$ cat src/rtl/spi_pkg.sv
// spi_pkg: shared states and W5500 control-byte field layout for the SPI responder.
package spi_pkg;

    typedef enum logic [2:0] {IDLE, HDR, WDATA, RDATA, SKIP} spi_slv_state_t;

    localparam logic       RWB_WRITE = 1'b1;
    localparam logic [1:0] OM_VDM    = 2'b00;

    localparam int BSB_MSB = 7;
    localparam int BSB_LSB = 3;
    localparam int RWB_BIT = 2;
    localparam int OM_MSB  = 1;
    localparam int OM_LSB  = 0;

endpackage

$ cat src/rtl/spi_sync_edge.sv
// spi_sync_edge: multi-flop synchronizer with single-cycle rise/fall pulses on the synchronized level.
module spi_sync_edge #(
    parameter int   STAGES  = 2,
    parameter logic RST_VAL = 1'b0
) (
    input  logic clk,
    input  logic rst,
    input  logic din,
    output logic q,
    output logic rise,
    output logic fall
);

    logic [STAGES-1:0] sr;
    logic              prev;

    always_ff @(posedge clk or posedge rst) begin
        if (rst) begin
            sr   <= {STAGES{RST_VAL}};
            prev <= RST_VAL;
        end else begin
            sr   <= {sr[STAGES-2:0], din};
            prev <= sr[STAGES-1];
        end
    end

    assign q    = sr[STAGES-1];
    assign rise = q & ~prev;
    assign fall = ~q & prev;

endmodule

$ cat src/rtl/spi_slave_responder.sv
// spi_slave_responder: SPI mode-0 slave decoding a W5500-style 24-bit header and
// streaming data bytes to/from a byte-wide register port; sclk is only ever sampled.
module spi_slave_responder
    import spi_pkg::*;
#(
    parameter int CLK_PER_SCLK = 16,
    parameter int SYNC_STAGES  = 2
) (
    input  logic        clk,
    input  logic        rst,
    input  logic        sclk,
    input  logic        scsn,
    input  logic        mosi,
    output logic        miso,
    output logic        miso_oe,
    output logic [15:0] reg_addr,
    output logic [4:0]  reg_bsb,
    output logic [7:0]  reg_wdata,
    output logic        reg_wr,
    output logic        reg_rd,
    input  logic [7:0]  reg_rdata,
    output logic        frame_done,
    output logic        frame_err,
    output logic        busy
);

    if (CLK_PER_SCLK < 2 * SYNC_STAGES + 4) begin : g_rate_check
        $error("spi_slave_responder: CLK_PER_SCLK too small for SYNC_STAGES");
    end

    spi_slv_state_t state, state_nxt;

    logic        sclk_q, sclk_rise, sclk_fall;
    logic        scsn_q, scsn_rise, scsn_fall;
    logic        mosi_q, mosi_rise, mosi_fall;
    logic        unused_sync;
    logic [2:0]  bitcnt;
    logic [1:0]  hdrcnt;
    logic [6:0]  rxsr;
    logic [7:0]  txsr;
    logic [15:0] addr;
    logic        rd_pend;
    logic        wr_go, rd_go, done_go, err_go;
    logic        active, rise_a, fall_a, byte_done, hdr_last;
    logic [7:0]  byte_val;

    spi_sync_edge #(.STAGES(SYNC_STAGES), .RST_VAL(1'b0)) u_sclk (
        .clk(clk), .rst(rst), .din(sclk), .q(sclk_q), .rise(sclk_rise), .fall(sclk_fall)
    );

    spi_sync_edge #(.STAGES(SYNC_STAGES), .RST_VAL(1'b1)) u_scsn (
        .clk(clk), .rst(rst), .din(scsn), .q(scsn_q), .rise(scsn_rise), .fall(scsn_fall)
    );

    spi_sync_edge #(.STAGES(SYNC_STAGES), .RST_VAL(1'b0)) u_mosi (
        .clk(clk), .rst(rst), .din(mosi), .q(mosi_q), .rise(mosi_rise), .fall(mosi_fall)
    );

    assign unused_sync = ^{sclk_q, mosi_rise, mosi_fall};

    assign active    = state inside {HDR, WDATA, RDATA};
    assign rise_a    = sclk_rise & ~scsn_q & active;
    assign fall_a    = sclk_fall & ~scsn_q & (state == RDATA);
    assign byte_val  = {rxsr, mosi_q};
    assign byte_done = rise_a & (bitcnt == 3'd7);
    assign hdr_last  = byte_done & (state == HDR) & (hdrcnt == 2'd2);
    assign busy      = ~scsn_q;

    always_ff @(posedge clk or posedge rst) begin
        if (rst) state <= IDLE;
        else     state <= state_nxt;
    end

    always_comb begin
        state_nxt = state;
        wr_go     = 1'b0;
        rd_go     = 1'b0;
        done_go   = 1'b0;
        err_go    = 1'b0;
        case (state)
            IDLE: state_nxt = scsn_fall ? HDR : IDLE;
            HDR: begin
                if (scsn_rise) begin
                    state_nxt = IDLE;
                    // a select glitch with no sclk activity is not reported
                    err_go    = (hdrcnt != 2'd0) || (bitcnt != 3'd0);
                end else if (hdr_last) begin
                    state_nxt = (byte_val[OM_MSB:OM_LSB] != OM_VDM) ? SKIP :
                                (byte_val[RWB_BIT] == RWB_WRITE)   ? WDATA : RDATA;
                    err_go    = byte_val[OM_MSB:OM_LSB] != OM_VDM;
                    rd_go     = state_nxt == RDATA;
                end
            end
            WDATA, RDATA: begin
                if (scsn_rise) begin
                    state_nxt = IDLE;
                    err_go    = bitcnt != 3'd0;
                    done_go   = bitcnt == 3'd0;
                end else begin
                    wr_go = byte_done & (state == WDATA);
                    rd_go = byte_done & (state == RDATA);
                end
            end
            SKIP:    state_nxt = scsn_rise ? IDLE : SKIP;
            default: state_nxt = IDLE;
        endcase
    end

    always_ff @(posedge clk or posedge rst) begin
        if (rst) begin
            bitcnt     <= '0;
            hdrcnt     <= '0;
            rxsr       <= '0;
            txsr       <= '0;
            addr       <= '0;
            rd_pend    <= 1'b0;
            miso       <= 1'b0;
            miso_oe    <= 1'b0;
            reg_addr   <= '0;
            reg_bsb    <= '0;
            reg_wdata  <= '0;
            reg_wr     <= 1'b0;
            reg_rd     <= 1'b0;
            frame_done <= 1'b0;
            frame_err  <= 1'b0;
        end else begin
            reg_wr     <= wr_go;
            reg_rd     <= rd_go;
            rd_pend    <= reg_rd;
            frame_done <= done_go;
            frame_err  <= err_go;
            if (scsn_fall) begin
                bitcnt <= '0;
                hdrcnt <= '0;
            end
            if (rise_a) begin
                rxsr   <= byte_val[6:0];
                bitcnt <= bitcnt + 3'd1;
            end
            if (byte_done && state == HDR) begin
                hdrcnt <= hdrcnt + 2'd1;
                if (hdrcnt == 2'd0) addr[15:8] <= byte_val;
                if (hdrcnt == 2'd1) addr[7:0]  <= byte_val;
                if (hdrcnt == 2'd2) reg_bsb    <= byte_val[BSB_MSB:BSB_LSB];
            end
            if (wr_go) begin
                reg_wdata <= byte_val;
                reg_addr  <= addr;
            end
            // the header read fetches addr itself; later reads prefetch the next byte
            if (rd_go) reg_addr <= (state == RDATA) ? addr + 16'd1 : addr;
            if (wr_go || (rd_go && state == RDATA)) addr <= addr + 16'd1;
            if (rd_pend && state == RDATA) begin
                txsr    <= reg_rdata;
                miso_oe <= 1'b1;
            end else if (fall_a) begin
                miso <= (bitcnt == 3'd0) ? txsr[7] : txsr[6];
                if (bitcnt != 3'd0) txsr <= {txsr[6:0], 1'b0};
            end
            if (scsn_rise) begin
                miso    <= 1'b0;
                miso_oe <= 1'b0;
            end
        end
    end

endmodule

$ cat config.mk
export PLATFORM = sky130hd
export DESIGN_NAME = spi_slave_responder
export DESIGN_NICKNAME = d
export VERILOG_FILES = /design/src/rtl/spi_pkg.sv /design/src/rtl/spi_sync_edge.sv /design/src/rtl/spi_slave_responder.sv
export SDC_FILE = /design/constraint.sdc
export NUM_CORES = 1
export LEC_CHECK = 0
export CAP_MARGIN = 15
export CORE_ASPECT_RATIO = 1.1
export CORE_UTILIZATION = 50
export DETAILED_ROUTE_END_ITERATION = 7
export MAX_ROUTING_LAYER = met4
export PLACE_DENSITY = 0.73
export SETUP_SLACK_MARGIN = 0.2
export SLEW_MARGIN = 20
export SYNTH_ARGS = -nofsm -noshare
export SYNTH_HDL_FRONTEND = slang
export SYNTH_SLANG_ARGS = --single-unit
$ cat constraint.sdc
create_clock -name clk -period 4.38 [get_ports clk]
set_input_delay 0.876 -clock clk [delete_from_list [all_inputs] [get_ports clk]]
set_output_delay 0.876 -clock clk [all_outputs]
set_load 0.005 [all_outputs]
==> flow_metrics.py <==
metrics = {
    "status": {
        "status": "completed",
    },
    "setup_path": {
        "start_kind": "flop",
        "cp_slowest_cell": "and2_1",
        "cp-end-kind": "flop",
        "cpMostUsedCell": "ha_1",
        "path_buf_inv": 0,
        "path_cells": "ha_1 -> ha_1 -> and3b_1 -> and2_1 -> mux2_2 -> o22a_1",
        "arrival_ns": 2.97,
        "slowest_delay_ns": 0.84,
        "required_ns": 4.63,
        "crit_family": "simple AND/OR/NAND/NOR gates",
        "crit_fanout": 23,
        "critical_path_class": "reg -> reg",
    },
    "final_layout": {
        "fin_area_um2": 4970,
        "multi_input_area_um2": 1910,
        "area_delta_synth_final_pct": 17.7,
        "finish.net_count": 453,
        "fin_util_pct": 61.8,
        "regArea_um2": 2080,
        "drive_above_1_share_pct": 16.0,
        "num-fill-cells": 669,
        "layout.cells.non_filler": 546,
        "diodes": 0,
    },
    "yosys": {
        "seq_area_frac_synth_pct": 49.3,
        "yosys_warnings": 0,
        "netlist_area_um2": 4220,
        "ys_types": 67,
        "synth_top_cells_by_count": "dfrtp_1, inv_1, nor2_1, a21oi_1, nand2_1",
        "ys_top_cells_by_area": "dfrtp_1, mux2i_1, mux2_2",
        "synth_area_per_cell_um2": 10.6,
        "yosysTopAreaCell": "dfrtp_1",
        "netlist.area_leader.share_pct": 47.4,
        "yosysMostFrequentCell": "dfrtp_1",
        "syn_inst": 397,
        "synthArstFlopShare_pct": 100,
        "syn_nets": 417,
        "synthFlopType": "dfrtp_1",
        "synth_edf_count": 0,
        "ys_ff_latch": 83,
    },
    "timing": {
        "rsz0062_at_grt": "no",
        "hold_viol": 0,
        "worst_pin_slew_ns": 0.984,
        "worst_slack_ns": 1.66,
        "slew_violations": 0,
        "hold_slack_ns": 0.357,
        "period_minus_slack_ns": 2.72,
        "period_share_pct": 62.1,
        "tns_ns": 0,
        "fmax_ghz": 0.368,
        "slew_headroom_pct": 34.4,
        "finalSetupViolCount": 0,
        "clock_skew_ns": 0.00948,
    },
    "pwr": {
        "p_total_mw": 1.72,
        "p_leak_nw": 2.11,
        "powerDensity_nw_per_um2": 347,
        "vdd_drop_max_mv": 0.289,
    },
    "die": {
        "initial_utilization_pct": 52.5,
        "die_area_um2": 8810,
        "core_area_um2": 8040,
        "io_pins": 49,
        "die_h_um": 98.3,
        "row_count": 34,
        "die_w_um": 89.6,
    },
    "clock_tree": {
        "postCtsSetupBuffers": 0,
        "cts_hold_buf": 0,
        "cts.reportedPaths.clkPinSlew_ns": 0.09,
        "cts_resized": 0,
        "clockBufferDepth": 2,
        "cts-root-buf": "clkbuf_8",
        "clock_sinks": 83,
        "cts_max_level": 3,
        "clock_latency_ns": 0.36,
        "cts_inserted_buffers": 9,
        "cts_tree": "yes",
    },
    "routing": {
        "drt_wl_total_um": 9410,
        "drt_iter0_markers": 177,
        "ant_nets": 0,
        "vias": 3246,
        "viasPerCell": 5.95,
        "first_pass_iters": 4,
        "wl_per_cell_um": 17.2,
        "route.detailed.drc": 0,
    },
    "global_routing": {
        "grt_overflow": 0,
        "grt_start_max_net_pins": 31,
        "track_usage_pct": 24.4,
        "grt_antenna_before_repair": 0,
        "grt_pass1_vias": 3239,
        "grt_pass1_wl_um": 15800,
    },
    "worst_hold_path": {
        "min_path_type": "reg -> reg",
    },
    "place": {
        "dpl_cell_area_um2": 4720,
        "gp_congestion": 0.906,
        "pre_cts_slack_ns": 1.70,
        "io_buffers": 48,
        "dp_hpwl_um": 6740,
        "placedCellCount": 530,
    },
    "run": {
        "cap_viol_max_count": 0,
    },
}
==> state kept, by name (all words and copies together), names as in the netlist, 2 cells and up <==
name and count:
addr 16, txsr 8, reg_wdata 8, bitcnt 3
hdrcnt 2, rxsr 7, u_sclk.sr 2, u_scsn.sr 2
u_mosi.sr 2, reg_bsb 5, reg_addr 16, state 3
==> routing by layer <==
layer	share of wire, %	track usage [%]	wire, µm	up-vias
met5	0	-	0	-
li1	-	-	-	1541
met2	49	37.6	4580	96
met1	43	30.5	4090	1587
met4	3.0	12.3	286	0
met3	4.7	4.06	446	22
==> worst register-to-register path, delay by kind of cell (launching register included) <==
kind / cells / cell delay, ns
adders and majority gates: 2 / 0.36
AOI/OAI and AO/OA: 1 / 0.19
DFF: 1 / 0.42
muxes: 1 / 0.42
and+or+nand+nor: 2 / 1.23
==> power breakdown <==
group	switching [mW]	internal, mW	total, mW
sequential	0.0687	0.806	0.875
clock	0.280	0.395	0.675
combinational	0.109	0.0664	0.175
==> layout make-up <==
| cell class | instances | share of cell area, % |
|---|---|---|
| clock inverter | 6 | 2.24 |
| tap | 108 | 2.72 |
| multi-input combinational | 263 | 38.4 |
| timing repair buffer | 50 | 9.98 |
| sequential | 83 | 41.9 |
| clock buffer | 10 | 2.77 |
| inverter | 26 | 1.99 |
==> cells in the final DEF (no fill, tap or decap), types with 4 or more instances in the layout <==
cell             instances
inv_1                   25
nor4_1                   5
nand3_1                 21
nor2b_1                  4
mux2i_1                 15
ha_1                     7
o22ai_1                  4
nand2_1                 23
nor2_1                  25
nor3_1                   5
a21oi_1                 24
nand4_1                  7
dfrtp_1                 80
clkdlybuf4s50_1         48
o22a_1                   6
o221a_2                 12
o21ai_0                  7
and2_1                   4
a2bb2oi_1                4
clkbuf_8                10
nand2b_1                 4
a211oi_1                 5
o21ai_2                  9
a32o_1                   5
mux2_2                  12
==> logic make-up (layout without fill, tap and decap cells) <==
kind of cell	after synthesis	in the layout	share of synthesized area [%]
AOI/OAI and AO/OA	103	103	19.4
DFF	83	83	49.3
muxes	28	28	7.12
buffers and inverters	51	92	5.49
xor gates and xnor gates	1	1	0.208
and+or+nand+nor	124	124	16.4
adders and majority gates	7	7	2.08
==> final timing paths <==
check	depth (start not counted)	slack, ns	startpoint	to
min in group asynchronous	2	0.85	rst	reg_wdata[4]$_DFFE_PP0P_
worst min-delay path	0	0.36	u_mosi.sr[0]$_DFF_PP0_	u_mosi.sr[1]$_DFF_PP0_
max in group asynchronous	3	2.77	rst	u_scsn.prev$_DFF_PP1_
worst max-delay path	6	1.66	bitcnt[0]$_DFFE_PP0P_	addr[2]$_DFFE_PP0P_
worst min register to register	0	0.36	u_mosi.sr[0]$_DFF_PP0_	u_mosi.sr[1]$_DFF_PP0_
worst max register to register	6	1.66	bitcnt[0]$_DFFE_PP0P_	addr[2]$_DFFE_PP0P_
(Power assumes the default switching activity.)
